$ cat src/rtl/i2s_pkg.sv
// Shared definitions for the I2S slave: word-select encoding and the lock/channel state.
package i2s_pkg;

    localparam logic WS_LEFT  = 1'b0;
    localparam logic WS_RIGHT = 1'b1;

    typedef enum logic [1:0] {
        UNLOCKED = 2'd0,
        LEFT     = 2'd1,
        RIGHT    = 2'd2
    } state_t;

endpackage

$ cat src/rtl/i2s_sync_edge.sv
// Multi-flop synchroniser with registered one-clk rise/fall strobes on the synchronised level.
module i2s_sync_edge #(
    parameter int SYNC_STAGES = 2
) (
    input  logic clk,
    input  logic arstn,
    input  logic din,
    output logic sync,
    output logic rise,
    output logic fall
);

    logic [SYNC_STAGES-1:0] chain;
    logic                   prev;

    assign sync = chain[SYNC_STAGES-1];

    // Strobes are registered so that they line up with a full clk of setup on the sync level.
    always_ff @(posedge clk or negedge arstn) begin
        if (!arstn) begin
            chain <= '0;
            prev  <= 1'b0;
            rise  <= 1'b0;
            fall  <= 1'b0;
        end else begin
            chain <= {chain[SYNC_STAGES-2:0], din};
            prev  <= sync;
            rise  <= sync & ~prev;
            fall  <= ~sync & prev;
        end
    end

endmodule

$ cat src/rtl/i2s_slave.sv
// I2S slave endpoint: oversamples sck/ws/sdi on clk, deserialises sdi into left/right words
// and serialises the words captured at tx_req onto sdo.
module i2s_slave
    import i2s_pkg::*;
#(
    parameter int DATA_WIDTH  = 24,
    parameter int SYNC_STAGES = 2
) (
    input  logic                  clk,
    input  logic                  arstn,
    input  logic                  sck,
    input  logic                  ws,
    input  logic                  sdi,
    output logic                  sdo,
    input  logic [DATA_WIDTH-1:0] tx_left,
    input  logic [DATA_WIDTH-1:0] tx_right,
    output logic                  tx_req,
    output logic [DATA_WIDTH-1:0] rx_left,
    output logic [DATA_WIDTH-1:0] rx_right,
    output logic                  rx_valid,
    output logic                  frame_err
);

    localparam int CW = $clog2(DATA_WIDTH + 1);
    localparam logic [CW-1:0] FULL_CNT = CW'(DATA_WIDTH);

    logic                   sck_s;
    logic                   rise;
    logic                   fall;
    logic [SYNC_STAGES-1:0] ws_chain;
    logic [SYNC_STAGES-1:0] sdi_chain;
    logic                   ws_s;
    logic                   sdi_s;
    logic                   ws_q;

    state_t                 state;
    state_t                 state_next;

    logic [CW-1:0]          bit_cnt;
    logic [CW-1:0]          cnt_after;
    logic [DATA_WIDTH-1:0]  rx_shreg;
    logic [DATA_WIDTH-1:0]  rx_shreg_next;
    logic [DATA_WIDTH-1:0]  hold_left;
    logic                   left_ok;
    logic [DATA_WIDTH-1:0]  tx_shreg;
    logic [DATA_WIDTH-1:0]  shadow_right;

    logic                   ws_edge;
    logic                   do_shift;
    logic                   word_full;
    logic                   commit_end;
    logic                   left_start;
    logic                   right_start;

    i2s_sync_edge #(
        .SYNC_STAGES(SYNC_STAGES)
    ) u_sck_sync (
        .clk  (clk),
        .arstn(arstn),
        .din  (sck),
        .sync (sck_s),
        .rise (rise),
        .fall (fall)
    );

    assign ws_s  = ws_chain[SYNC_STAGES-1];
    assign sdi_s = sdi_chain[SYNC_STAGES-1];

    // ws and sdi only need a level; they are sampled on the sck rise strobe.
    always_ff @(posedge clk or negedge arstn) begin
        if (!arstn) begin
            ws_chain  <= '0;
            sdi_chain <= '0;
        end else begin
            ws_chain  <= {ws_chain[SYNC_STAGES-2:0], ws};
            sdi_chain <= {sdi_chain[SYNC_STAGES-2:0], sdi};
        end
    end

    always_ff @(posedge clk or negedge arstn) begin
        if (!arstn) begin
            state <= UNLOCKED;
        end else begin
            state <= state_next;
        end
    end

    // The bit on a ws-edge rise still belongs to the old channel, so the shift is evaluated
    // before the commit decision and the commit sees the post-shift count and register.
    always_comb begin
        ws_edge       = rise && (ws_s != ws_q);
        do_shift      = rise && (state != UNLOCKED) && (bit_cnt < FULL_CNT);
        cnt_after     = bit_cnt;
        rx_shreg_next = rx_shreg;
        if (do_shift) begin
            cnt_after     = bit_cnt + CW'(1);
            rx_shreg_next = {rx_shreg[DATA_WIDTH-2:0], sdi_s};
        end
        word_full   = (cnt_after == FULL_CNT);
        commit_end  = ws_edge && (state != UNLOCKED);
        left_start  = ws_edge && (ws_s == WS_LEFT);
        right_start = ws_edge && (ws_s == WS_RIGHT) && (state != UNLOCKED);

        state_next = state;
        if (left_start) begin
            state_next = LEFT;
        end else if (right_start) begin
            state_next = RIGHT;
        end
    end

    always_ff @(posedge clk or negedge arstn) begin
        if (!arstn) begin
            ws_q      <= 1'b0;
            bit_cnt   <= '0;
            rx_shreg  <= '0;
            hold_left <= '0;
            left_ok   <= 1'b0;
            rx_left   <= '0;
            rx_right  <= '0;
            rx_valid  <= 1'b0;
            frame_err <= 1'b0;
        end else begin
            rx_valid  <= 1'b0;
            frame_err <= 1'b0;
            if (rise) begin
                ws_q <= ws_s;
            end
            if (do_shift) begin
                rx_shreg <= rx_shreg_next;
            end
            if (ws_edge) begin
                bit_cnt <= '0;
            end else if (do_shift) begin
                bit_cnt <= cnt_after;
            end
            // A right word only reaches the outputs when its left partner was good.
            if (commit_end) begin
                if (!word_full) begin
                    frame_err <= 1'b1;
                    left_ok   <= 1'b0;
                end else if (state == LEFT) begin
                    hold_left <= rx_shreg_next;
                    left_ok   <= 1'b1;
                end else begin
                    left_ok <= 1'b0;
                    if (left_ok) begin
                        rx_left  <= hold_left;
                        rx_right <= rx_shreg_next;
                        rx_valid <= 1'b1;
                    end
                end
            end
        end
    end

    // The right word is shadowed at left start so both halves of a frame come from one tx_req.
    always_ff @(posedge clk or negedge arstn) begin
        if (!arstn) begin
            tx_req       <= 1'b0;
            tx_shreg     <= '0;
            shadow_right <= '0;
            sdo          <= 1'b0;
        end else begin
            tx_req <= 1'b0;
            if (left_start) begin
                tx_req       <= 1'b1;
                shadow_right <= tx_right;
                tx_shreg     <= tx_left;
            end else if (right_start) begin
                tx_shreg <= shadow_right;
            end else if (fall && (state != UNLOCKED)) begin
                sdo      <= tx_shreg[DATA_WIDTH-1];
                tx_shreg <= {tx_shreg[DATA_WIDTH-2:0], 1'b0};
            end
            if (state == UNLOCKED) begin
                sdo <= 1'b0;
            end
        end
    end

endmodule
$ cat config.mk
export PLATFORM = sky130hd
export DESIGN_NAME = i2s_slave
export DESIGN_NICKNAME = d
export VERILOG_FILES = /design/src/rtl/i2s_pkg.sv /design/src/rtl/i2s_sync_edge.sv /design/src/rtl/i2s_slave.sv
export SDC_FILE = /design/constraint.sdc
export NUM_CORES = 1
export LEC_CHECK = 0
export CAP_MARGIN = 20
export CORE_MARGIN = 1
export CORE_UTILIZATION = 25
export CTS_CLUSTER_DIAMETER = 120
export DETAILED_ROUTE_END_ITERATION = 10
export GPL_TIMING_DRIVEN = 0
export SLEW_MARGIN = 0
export SYNTH_ARGS = -nofsm -noshare
export SYNTH_HDL_FRONTEND = slang
export SYNTH_SLANG_ARGS = --single-unit
$ cat constraint.sdc
create_clock -name clk -period 6.7 [get_ports clk]
set_clock_uncertainty 0.1 [all_clocks]
set_input_delay 1.34 -clock clk [delete_from_list [all_inputs] [get_ports clk]]
set_output_delay 1.34 -clock clk [all_outputs]
set_load 0.02 [all_outputs]
==> run_results.csv <==
group,metric,value,unit
timing,relSlewSlack,0.564,
floorplan,core,0.0269,sq mm
clock_tree,cts_tree,"built",
synthesis,seq_area_frac_synth,0.609,
detailed_routing,vias,4481,
synthesis,yosys_warnings,0,
finish,final_cell_area,0.00892,sq mm
timing,grt_setup_unrepaired,"false",
detailed_routing,wl,15.2,mm
critical_path,critPathLaunchType,"flop",
critical_path,cpMaxStageDelayCell,"clkdlybuf4s50_1",
grt,antenna_found_initial,0,
finish,fill_cells,2721,
clock_tree,root_buffer,"clkbuf_16",
power,p_int,1.83,mW
grt,grt_max_degree,85,
floorplan,dieWidth,167,microns
finish,final_nets,748,
placed_design,placed_area,0.00832,sq mm
floorplan,io_pins,105,
synthesis,ys_ff_latch,166,
floorplan,fp-row-count,60,
clock_tree,clock-sinks,166,
clock_tree,cts-resized-gates,0,
floorplan,die_h,167,microns
timing,period_needed,2.88,ns
critical_path,cp_cell_sequence,"clkdlybuf4s50_1",
critical_path,worstPathMaxFanout,2,
timing,tightest_slew,0.654,ns
timing,fmax,0.348,GHz
power,sw_frac_of_total,0.292,
clock_tree,numCtsBuffers,17,
power,power_frac_comb,0.139,
critical_path,arrival,1.44,ns
clock_tree,postCtsSetupBuffers,0,
critical_path,cp.required,5.26,ns
critical_path,cp_num_buf_inv,1,
power,netSwitchingPower,754,uW
finish,drive_above_1_share,0.195,
power,seqPwrFrac,0.480,
grt,overflow,0,
timing,setup_viol,0,
detailed_routing,antenna_left,0,
timing,final_max_slew_viol_count,0,
power,pwr-share-clk,0.380,
synthesis,syn-cell-area,0.00682,sq mm
detailed_routing,drtPass1Iterations,4,
synthesis,synth_top_flop_cell,"dfrtp_1",
detailed_routing,drt_iter0_markers,188,
critical_path,crit_family,"buffers and inverters",
placed_design,numPortBuffers,104,
finish,final_cells,1048,
power,leakagePower,4.32,nW
timing,fin_crit_sh,0.429,
synthesis,synth.avg_cell_area,12.0,sq um
floorplan,die_area,0.0280,sq mm
clock_tree,clk_pin_slew_worst_paths,0.07,ns
clock_tree,clockBufferDepth,2,
clock_tree,h-tree-depth,4,
synthesis,ys_async_sr_fraction,1.00,
placed_design,dp.cells,1016,
floorplan,start_util,0.254,
grt,track_usage,0.113,
critical_path,end_kind,"output pin",
critical_path,setup.worst_path.class,"flop to output pin",
placed_design,gp_congestion,0.779,
grt,grt_pass1_vias,4566,
finish,insertedDiodeCount,0,
detailed_routing,avgRoutedWirePerCell,14.5,microns
flow_run,maxCapViolCount,0,
timing,setup_tns,0,ns
finish,area_growth,30.8,%
run_status,outcome,"completed",
placed_design,place_hpwl,10.2,mm
synthesis,syn_nets,624,
clock_tree,insertion_delay,0.43,ns
synthesis,synthesis.instances,570,
synthesis,synth.distinct_cells,40,
timing,hold_viol,0,
synthesis,synth_edf_count,0,
power,ir_drop,0.000173,V
worst_hold_path,min_path_type,"flop to flop",
grt,grt_pass1_wl,24.8,mm
clock_tree,cts_hold_buf,0,
detailed_routing,drc,0,
detailed_routing,viasPerCell,4.28,
critical_path,cp_slowest_stage_delay,0.66,ns
power,powerDensity,290,mW/mm^2
-- layout by cell type, fill, tap and decap left out, types with 2 or more instances in the layout --
cell type | synthesis | layout
inv_1 | 3 | 3
nand3_1 | 4 | 4
buf_6 | 7 | 7
a211oi_1 | 24 | 24
clkbuf_16 | 0 | 17
nor3_1 | 2 | 2
buf_4 | 4 | 4
buf_2 | 10 | 10
a21oi_1 | 2 | 2
o21ai_0 | 3 | 3
o21ai_2 | 2 | 2
clkbuf_1 | 11 | 11
nand3_2 | 2 | 2
clkdlybuf4s50_1 | 0 | 103
clkinv_8 | 0 | 3
inv_6 | 0 | 2
inv_8 | 0 | 5
mux2_4 | 9 | 9
nor2_1 | 32 | 32
mux2i_1 | 23 | 23
mux2_2 | 64 | 64
nand2_1 | 154 | 154
dfrtp_1 | 166 | 166
xor2_1 | 2 | 2
nor2b_1 | 3 | 3
and3_1 | 2 | 2
a21o_1 | 23 | 23
clkinv_4 | 0 | 3
-- cell usage after synthesis, types with 2 or more instances --
| library cell | instances | share of area |
|---|---|---|
| dfrtp_1 | 166 | 0.61 |
| nand2_1 | 154 | 0.085 |
| inv_1 | 3 | 0.0017 |
| nor2b_1 | 3 | 0.0028 |
| buf_2 | 10 | 0.0073 |
| buf_6 | 7 | 0.012 |
| mux2i_1 | 23 | 0.034 |
| nor3_1 | 2 | 0.0015 |
| nand3_2 | 2 | 0.0029 |
| a21o_1 | 23 | 0.025 |
| nand3_1 | 4 | 0.0029 |
| o21ai_0 | 3 | 0.0022 |
| a211oi_1 | 24 | 0.026 |
| mux2_2 | 64 | 0.11 |
| mux2_4 | 9 | 0.020 |
| buf_4 | 4 | 0.0044 |
| a21oi_1 | 2 | 0.0015 |
| clkbuf_1 | 11 | 0.0061 |
| and3_1 | 2 | 0.0018 |
| o21ai_2 | 2 | 0.0026 |
| nor2_1 | 32 | 0.018 |
| xor2_1 | 2 | 0.0026 |
-- layer usage --
metal / vias to the layer above / share of wire / global-route usage
met5: - / 0 / 0
met4: 0 / 0.0077 / 0.0287
met3: 8 / 0.069 / 0.0421
met2: 107 / 0.43 / 0.170
met1: 2194 / 0.49 / 0.151
li1: 2172 / - / -
-- area by class of cell --
class | instances | area (sq um) | area share
buffer | 33 | 220 | 0.0247
clock buffer | 17 | 425 | 0.0477
clock inverter | 15 | 173 | 0.0194
inverter | 3 | 11.3 | 0.00126
multi-input combinational | 368 | 2440 | 0.273
sequential | 166 | 4150 | 0.466
tap | 341 | 427 | 0.0478
timing repair buffer | 105 | 1070 | 0.120
-- through the flow --
| stage | utilization | power (mW) | setup slack, ns | hold WS [ns] |
|---|---|---|---|---|
| CTS | 0.332 | 2.62 | 3.78 | 0.254 |
| finish | 0.332 | 2.59 | 3.82 | 0.252 |
| global placement | 0.308 | 1.61 | -2.85 | 0.236 |
| floorplan | - | 1.49 | 4.48 | 0.231 |
| global route | 0.332 | 2.73 | 3.73 | 0.260 |
| detailed placement | 0.310 | 1.63 | 4.24 | 0.237 |
-- logic make-up after synthesis --
| logic type | Yosys count | share of synthesized area |
|---|---|---|
| AND/OR/NAND/NOR | 206 | 0.123 |
| flip-flops | 166 | 0.609 |
| multiplexers | 96 | 0.159 |
| AO/OA/AOI/OAI | 62 | 0.0693 |
| buffers and inverters | 36 | 0.0339 |
| XOR/XNOR | 3 | 0.00385 |
| adder cells (fa/ha/maj) | 1 | 0.00183 |
-- path summary, 6_finish.rpt --
path / from / endpoint / slack (ns) / cells past startpoint
max: rx_right[23] / rx_right[23] / 3.82 / 1
min: ws_chain[0] / ws_chain[1] / 0.25 / 0
max reg2reg: bit_cnt[0] / rx_left[16] / 4.24 / 9
min reg2reg: ws_chain[0] / ws_chain[1] / 0.25 / 0
max in group asynchronous: arstn / hold_left[8] / 4.86 / 2
min in group asynchronous: arstn / shadow_right[18] / 0.80 / 1
-- power groups by stage --
stage / registers (mW) / clock network (mW) / logic, mW
after detailed placement: 1.26 / 0 / 0.365
after CTS: 1.24 / 1.01 / 0.368
after global routing: 1.26 / 1.06 / 0.410
after floorplan: 1.24 / 0 / 0.245
final: 1.24 / 0.983 / 0.360
after global placement: 1.26 / 0 / 0.356
-- flip-flops by register name, summed over array words and instances, names as in the netlist, 2 cells and up --
signal,count
hold_left,24
ws_chain,2
rx_left,24
rx_right,24
shadow_right,24
bit_cnt,5
tx_shreg,24
rx_shreg,24
sdi_chain,2
u_sck_sync.chain,2
state,2
Note: power is estimated with default switching activity, not from simulation.
